===== src/rtl/vscale_mul_div_iter.sv =====
// rtl/vscale_mul_div_iter.sv - iterative RV32M/RV64M multiply/divide unit
// Retires BITS_PER_CYCLE result bits per compute cycle on operand magnitudes, sign fixed up in SETUP.
module vscale_mul_div_iter #(
    parameter int XLEN           = 32,
    parameter int BITS_PER_CYCLE = 1,
    parameter int TAG_W          = 5
) (
    input  logic             clk,
    input  logic             reset,
    input  logic             req_valid,
    output logic             req_ready,
    input  logic [2:0]       req_funct3,
    input  logic [TAG_W-1:0] req_tag,
    input  logic [XLEN-1:0]  req_in_1,
    input  logic [XLEN-1:0]  req_in_2,
    input  logic             kill,
    output logic             resp_valid,
    input  logic             resp_ready,
    output logic [XLEN-1:0]  resp_result,
    output logic [TAG_W-1:0] resp_tag,
    output logic             busy
);

    localparam int N  = XLEN / BITS_PER_CYCLE;
    localparam int CW = $clog2(N) + 1;

    typedef enum logic [1:0] {IDLE, COMPUTE, SETUP, DONE} state_t;

    state_t            state, state_next;
    logic [2:0]        funct3_q;
    logic              neg_q;
    logic [XLEN-1:0]   op_a, op_b;
    logic [XLEN-1:0]   acc_hi, acc_lo;
    logic [CW-1:0]     cnt;

    logic              sign_1_op, sign_2_op, s1, s2, neg_in;
    logic              div_zero, div_ovf, fast;
    logic [XLEN-1:0]   mag_1, mag_2, fast_result;
    logic              accept;

    logic [XLEN-1:0]   step_hi, step_lo;
    logic [XLEN:0]     step_t;
    logic [2*XLEN-1:0] prod_s;
    logic [XLEN-1:0]   quo_s, rem_s, setup_result;

    assign accept = req_valid && req_ready;

    always_comb begin
        sign_1_op   = (req_funct3 == 3'd1) || (req_funct3 == 3'd2) ||
                      (req_funct3 == 3'd4) || (req_funct3 == 3'd6);
        sign_2_op   = (req_funct3 == 3'd1) || (req_funct3 == 3'd4) || (req_funct3 == 3'd6);
        s1          = sign_1_op && req_in_1[XLEN-1];
        s2          = sign_2_op && req_in_2[XLEN-1];
        mag_1       = s1 ? -req_in_1 : req_in_1;
        mag_2       = s2 ? -req_in_2 : req_in_2;
        // REM takes the dividend's sign; unsigned ops have s1 = s2 = 0
        neg_in      = (req_funct3 == 3'd6) ? s1 : (s1 ^ s2);
        div_zero    = req_funct3[2] && (req_in_2 == '0);
        div_ovf     = ((req_funct3 == 3'd4) || (req_funct3 == 3'd6)) &&
                      (req_in_1 == {1'b1, {(XLEN-1){1'b0}}}) && (req_in_2 == '1);
        fast        = div_zero || div_ovf;
        fast_result = '0;
        if (div_zero)
            fast_result = req_funct3[1] ? req_in_1 : '1;
        else
            fast_result = req_funct3[1] ? '0 : req_in_1;
    end

    // hi:lo is the product accumulator (LSB-first) or remainder:quotient (MSB-first)
    always_comb begin
        step_hi = acc_hi;
        step_lo = acc_lo;
        step_t  = '0;
        for (int i = 0; i < BITS_PER_CYCLE; i++) begin
            if (funct3_q[2]) begin
                step_t  = {step_hi, step_lo[XLEN-1]};
                step_lo = {step_lo[XLEN-2:0], 1'b0};
                if (step_t >= {1'b0, op_b}) begin
                    step_t     = step_t - {1'b0, op_b};
                    step_lo[0] = 1'b1;
                end
                step_hi = step_t[XLEN-1:0];
            end else begin
                step_t  = {1'b0, step_hi} + (step_lo[0] ? {1'b0, op_a} : '0);
                step_lo = {step_t[0], step_lo[XLEN-1:1]};
                step_hi = step_t[XLEN:1];
            end
        end
    end

    always_comb begin
        prod_s = neg_q ? -{acc_hi, acc_lo} : {acc_hi, acc_lo};
        quo_s  = neg_q ? -acc_lo : acc_lo;
        rem_s  = neg_q ? -acc_hi : acc_hi;
        case (funct3_q)
            3'd0:                   setup_result = prod_s[XLEN-1:0];
            3'd1, 3'd2, 3'd3:       setup_result = prod_s[2*XLEN-1:XLEN];
            3'd4, 3'd5:             setup_result = quo_s;
            default:                setup_result = rem_s;
        endcase
    end

    always_ff @(posedge clk) begin
        if (reset) state <= IDLE;
        else       state <= state_next;
    end

    always_comb begin
        state_next = state;
        case (state)
            IDLE:    if (accept) state_next = fast ? DONE : COMPUTE;
            COMPUTE: if (kill) state_next = IDLE;
                     else if (cnt == '0) state_next = SETUP;
            SETUP:   state_next = kill ? IDLE : DONE;
            DONE:    if (kill || resp_ready) state_next = IDLE;
            default: state_next = IDLE;
        endcase
    end

    always_comb begin
        req_ready  = (state == IDLE) && !kill;
        resp_valid = (state == DONE) && !kill;
        busy       = (state != IDLE);
    end

    always_ff @(posedge clk) begin
        if (reset) begin
            funct3_q    <= '0;
            neg_q       <= 1'b0;
            op_a        <= '0;
            op_b        <= '0;
            acc_hi      <= '0;
            acc_lo      <= '0;
            cnt         <= '0;
            resp_result <= '0;
            resp_tag    <= '0;
        end else begin
            if (accept) begin
                funct3_q <= req_funct3;
                neg_q    <= neg_in;
                op_a     <= mag_1;
                op_b     <= mag_2;
                acc_hi   <= '0;
                acc_lo   <= req_funct3[2] ? mag_1 : mag_2;
                cnt      <= CW'(N - 1);
                resp_tag <= req_tag;
                if (fast) resp_result <= fast_result;
            end
            if (state == COMPUTE) begin
                acc_hi <= step_hi;
                acc_lo <= step_lo;
                cnt    <= cnt - 1'b1;
            end
            if (state == SETUP) resp_result <= setup_result;
        end
    end

endmodule


===== config.mk =====
export PLATFORM = sky130hd
export DESIGN_NAME = vscale_mul_div_iter
export DESIGN_NICKNAME = d
export VERILOG_FILES = /design/src/rtl/vscale_mul_div_iter.sv
export SDC_FILE = /design/constraint.sdc
export NUM_CORES = 1
export LEC_CHECK = 0
export CORE_AREA = 2 2 232 234
export DETAILED_ROUTE_END_ITERATION = 8
export DIE_AREA = 0 0 234 236
export SLEW_MARGIN = 20
export SYNTH_ARGS = -nofsm -noshare
export SYNTH_HDL_FRONTEND = slang
export SYNTH_SLANG_ARGS = --single-unit

===== constraint.sdc =====
create_clock -name clk -period 4.8 [get_ports clk]
set_clock_uncertainty 0.15 [all_clocks]
set_input_delay 0.72 -clock clk [delete_from_list [all_inputs] [get_ports clk]]
set_output_delay 0.72 -clock clk [all_outputs]
set_load 0.01 [all_outputs]

=== Yosys cells after proc, flatten, opt, wreduce, memory -nomap -nowiden ===
Index checks and enable logic that the tools add are counted.

* Input port bits: 77
* Logic and storage cells: 98
* Flip-flop bits (word level): 177

* Add/subtract/negate cells: 8
* Equality and inequality tests: 17
* Bitwise logic cells: 1
* Reductions and logical operators: 29
* Multiplexer cells: 32
* Magnitude comparators: 1

{| class="wikitable"
|+ Operator list
! cell !! number
|-
| $mux W32 || 19
|-
| $neg A32 Y32 || 4
|-
| $pmux W32 S3 || 1
|-
| $eq A32 B32 Y1 const B || 2
|-
| $mux W64 || 1
|-
| $neg A64 Y64 || 1
|-
| $add A32 B32 Y33 || 1
|-
| $ge A33 B32 Y1 || 1
|-
| $logic_not A32 Y1 || 1
|-
| $sub A32 B32 Y32 || 1
|-
| $eq A3 B3 Y1 const B || 4
|-
| $mux W2 || 6
|-
| $mux W6 || 2
|-
| $eq A3 B2 Y1 const B || 3
|-
| $logic_and A1 B1 Y1 || 8
|-
| $logic_or A1 B1 Y1 || 8
|-
| $pmux W2 S4 || 1
|-
| $reduce_bool A2 Y1 || 4
|-
| $eq A3 B1 Y1 const B || 2
|-
| $logic_not A6 Y1 || 1
|-
| $sub A6 B1 Y6 const B || 1
|-
| $eq A2 B2 Y1 const B || 2
|-
| $ne A2 B2 Y1 const B || 2
|-
| $logic_not A3 Y1 || 1
|-
| other kinds (10) || 11
|}

=== Logic depth before layout (Yosys ltp) ===
Gate-level depths: netlist of the first run.

* Depth after elaboration: 9
* Mapped depth: 15

=== Least setup slack after synthesis of the first run ===
OpenSTA, ideal clock, no wires.

* Path kind: register to register
* Start point: register acc_lo[0]
* End point: register acc_hi[17]
* Setup slack: 1372 ps
* Arrival time: 3156 ps
* Stages on the path, launching flop included: 14
* Period minus slack after synthesis: 3428 ps
* Buffers on the path: 2
* Required time: 4528 ps
* Cells stage by stage: dfxtp_1 clkbuf_1 clkbuf_1 and2_1 ha_1 and3_1 and3_1 nor4_1 a21boi_0 a21o_1 a2111oi_0 nor3_1 xor2_1 a221o_1

* Word-level cells in the longest chain between the ends: 4

{| class="wikitable"
|+ Ends and longest elaborated chain
! what !! RTL line !! text
|-
| start: declaration || 33 || <nowiki>logic [XLEN-1:0] acc_hi, acc_lo;</nowiki>
|-
| start signal: assignment || 144 || <nowiki>acc_lo <= req_funct3[2] ? mag_1 : mag_2;</nowiki>
|-
| start signal: assignment || 151 || <nowiki>acc_lo <= step_lo;</nowiki>
|-
| $mux W32 || 84 || <nowiki>step_t = {1'b0, step_hi} + (step_lo[0] ? {1'b0, op_a} : '0);</nowiki>
|-
| $add A32 B32 Y33 || 84 ||
|-
| $mux W32 || 75 || <nowiki>if (funct3_q[2]) begin</nowiki>
|-
| $mux W32 || 149 || <nowiki>if (state == COMPUTE) begin</nowiki>
|-
| end signal: assignment || 150 || <nowiki>acc_hi <= step_hi;</nowiki>
|-
| end: declaration || 33 ||
|}

No other way between the ends.
A chain may end at the register's enable or synchronous reset.

=== Final worst setup path of the first run ===
* Start point: register acc_lo[7]
* End point: register resp_result[20]

* Word-level cells in the longest chain between the ends: 4

{| class="wikitable"
|+ Ends and longest elaborated chain
! what !! RTL line !! text
|-
| $neg A64 Y64 or $neg A32 Y32 (tied branches) || 92, 93 ||
|-
| $mux W64 or $mux W32 (tied branches) || 92, 93 ||
|-
| $pmux W32 S3 (*) || 95 || <nowiki>case (funct3_q)</nowiki>
|-
| $mux W32 (*) || 154 || <nowiki>if (state == SETUP) resp_result <= setup_result;</nowiki>
|-
| end signal: assignment || 147 || <nowiki>if (fast) resp_result <= fast_result;</nowiki>
|-
| end signal: assignment || 154 ||
|-
| end: declaration || 19 || <nowiki>output logic [XLEN-1:0] resp_result,</nowiki>
|}

Mark *: on every way between the ends. The rest lies on a longest branch, timed or not.

==> results of run 1 <==
## registers in the layout (all words and copies together), names as in the netlist
signal and cells:
cnt 6, funct3_q 3, acc_hi 32, acc_lo 32, neg_q 1, resp_result 32
op_a 32, resp_tag 5, op_b 32, state 2
## power by group through the flow
stage	sequential (mW)	combinational, mW	clock (mW)
floorplan	1.63	0.916	0
global placement	1.69	1.37	0
detailed placement	1.69	1.38	0
CTS	1.66	1.39	1.46
global route	1.67	1.52	1.52
finish	1.66	1.42	1.46
## area by class of cell
type	count	area, um2
Fill cell	5609	35000
Multi-Input combinational cell	1703	11200
Sequential cell	177	3550
Timing Repair Buffer	173	1590
Tap cell	696	871
Clock buffer	21	460
Inverter	72	270
Clock inverter	11	119
Antenna cell	1	2.50
## critical path, cell delays in order, from the launching register on
cell and delay [ns]:
dfxtp_1 0.39, or4_1 0.68, nor4_1 0.60, nand4_1 0.53, nand3_1 0.40, inv_1 0.10, o311ai_0 0.60, o21ai_0 0.29
nor2_1 0.18, nor3_1 0.07
## logic make-up after synthesis
| family | after synthesis | share of synthesized area, % |
|---|---|---|
| XOR/XNOR | 190 | 10.6 |
| AO/OA/AOI/OAI | 692 | 29.5 |
| AND/OR/NAND/NOR | 684 | 21.4 |
| multiplexers | 57 | 3.71 |
| adder cells (fa/ha/maj) | 80 | 6.39 |
| flip-flops | 177 | 22.7 |
| buffers and inverters | 229 | 5.63 |
## worst paths after layout
kind / startpoint / to / slack, ns / cells past startpoint
worst max-delay path: acc_lo[7] / resp_result[20] / 0.68 / 9
worst min-delay path: resp_result[9] / resp_result[9] / 0.30 / 2
worst max register to register: acc_lo[7] / resp_result[20] / 0.68 / 9
worst min register to register: resp_result[9] / resp_result[9] / 0.30 / 2
## stage by stage
stage | cells | power, mW
detailed placement | 2821 | 3.07
floorplan | 2109 | 2.55
finish | 2854 | 4.54
global route | 2853 | 4.70
global placement | 2821 | 3.06
CTS | 2853 | 4.51
## cells in the final DEF, fill, tap and decap left out, types with 47 or more instances in the layout
master,netlist,final
mux2i_1,49,49
inv_1,71,71
ha_1,71,71
xnor2_1,114,114
a211oi_1,144,144
dfxtp_1,177,175
buf_4,0,58
a21oi_1,178,178
o21ai_0,112,112
and2_1,57,56
nor3_1,47,47
clkdlybuf4s50_1,0,115
nor2_1,195,194
nand2_1,175,174
xor2_1,76,76
## metal layers
metal,up-vias,share of wire [%]
met1,8125,43
li1,7798,-
met2,752,45
met3,151,6.5
met5,-,0.053
met4,6,5.2
==> results.json, run 1 <==
{
  "fin_crit_ns": 4.12,
  "met1_usage_pct": 32.0,
  "cts_resized": 0,
  "crit_path_end_kind": "flop",
  "synth_common_cells": "nor2_1 (195), a21oi_1 (178), dfxtp_1 (177)",
  "vias_per_cell": 5.90,
  "h-tree-depth": 4,
  "vdd_drop_max_mv": 0.291,
  "rsz0062_at_grt": "false",
  "core-area_mm2": 0.0531,
  "drv_cap": 0,
  "cp_max_fo": 8,
  "internal-power_mw": 2.83,
  "critPathKind": "flop to flop",
  "die_area_mm2": 0.0552,
  "fmax_mhz": 243,
  "ys_ff_latch": 177,
  "ys_seq_area_share_pct": 22.7,
  "grt.overflow.total": 0,
  "p_leak_nw": 6.70,
  "synth_ff_type": "dfxtp_1",
  "power.share.combinational_pct": 31.3,
  "synth_edf_count": 0,
  "outcome": "completed",
  "drtIter0Drc": 1779,
  "synth_top_area_share_pct": 22.7,
  "rows": 85,
  "grt_util_met3_pct": 3.26,
  "clockPowerShare_pct": 32.1,
  "wire_per_inst_um": 23.8,
  "hold_buffers": 0,
  "yosysMostFrequentCell": "nor2_1",
  "synthArstFlopShare_pct": 0,
  "antenna_found_initial": 4,
  "setup_violations": 0,
  "route.vias.total": 16800,
  "grt_pass1_vias": 15700,
  "io_buffers": 116,
  "place_area_mm2": 0.0175,
  "cts_sinks": 177,
  "syn_area_mm2": 0.0156,
  "p_seq_share_pct": 36.6,
  "top_usage_layer": "met2",
  "synth_warnings": 0,
  "worstSetupStartpointType": "flop",
  "initial_core_util_pct": 29.5,
  "fin_util_pct": 34.1,
  "ys_top_cells_by_area": "dfxtp_1 (23%), a211oi_1 (6.9%), xnor2_1 (6.4%)",
  "cts_buffers": 17,
  "clock_latency_ns": 0.47,
  "synth.avg_cell_area_um2": 7.41,
  "synthesis.nets": 2259,
  "hpwl_um": 53300,
  "cts_tree": "yes",
  "syn2layout_area_growth_pct": 15.7,
  "drive_gt1_share_pct": 6.17,
  "hold_path_class": "flop to flop",
  "syn_inst": 2109,
  "fin_area_mm2": 0.0181,
  "synth.distinct_cells": 87,
  "clk_path_buf_depth": 2,
  "die_x_um": 234,
  "worstMarginPinSlew_ns": 1.05,
  "place_ws_ns": 0.606,
  "final_nets": 2294,
  "switching_share_pct": 37.6,
  "drc": 0,
  "place.gp.congestion": 0.952,
  "period_share_pct": 85.9,
  "cts.clk_slew.worst_paths_ns": 0.07,
  "ant_nets": 0,
  "setup_ws_ns": 0.678,
  "hold_ws_ns": 0.301,
  "grt_max_degree": 81,
  "hold_viol": 0,
  "io_pins": 117,
  "use_met2_pct": 38.0,
  "setup_tns_ns": 0,
  "first_pass_iters": 7,
  "cts_root_buf": "clkbuf_16",
  "routed_wl_um": 67900,
  "synth_top_cell_by_area": "dfxtp_1",
  "grt_pass1_wl_um": 100000,
  "post_cts_buffers": 0,
  "arrival_ns": 4.30,
  "crit_required_ns": 4.98,
  "switching_power_mw": 1.70,
  "p_per_area_mw_per_mm2": 251,
  "drv_slew": 0,
  "timing.slew.headroom_pct": 29.6,
  "grt.total_usage_pct": 24.0,
  "fp.dieH_um": 236
}
Note: power is estimated with default switching activity, not from simulation.
==> run 2, diff against run 1 <==
ABC_CLOCK_PERIOD_IN_PS = 4800   (was unset)
==> results of run 2 <==
The final DEF is identical to that of run 1; final timing and power are the same.
==> run 3, diff against run 2 <==
SLEW_MARGIN = unset   (was 20)
==> results of run 3 <==
The final DEF is identical to that of run 1; final timing and power are the same.
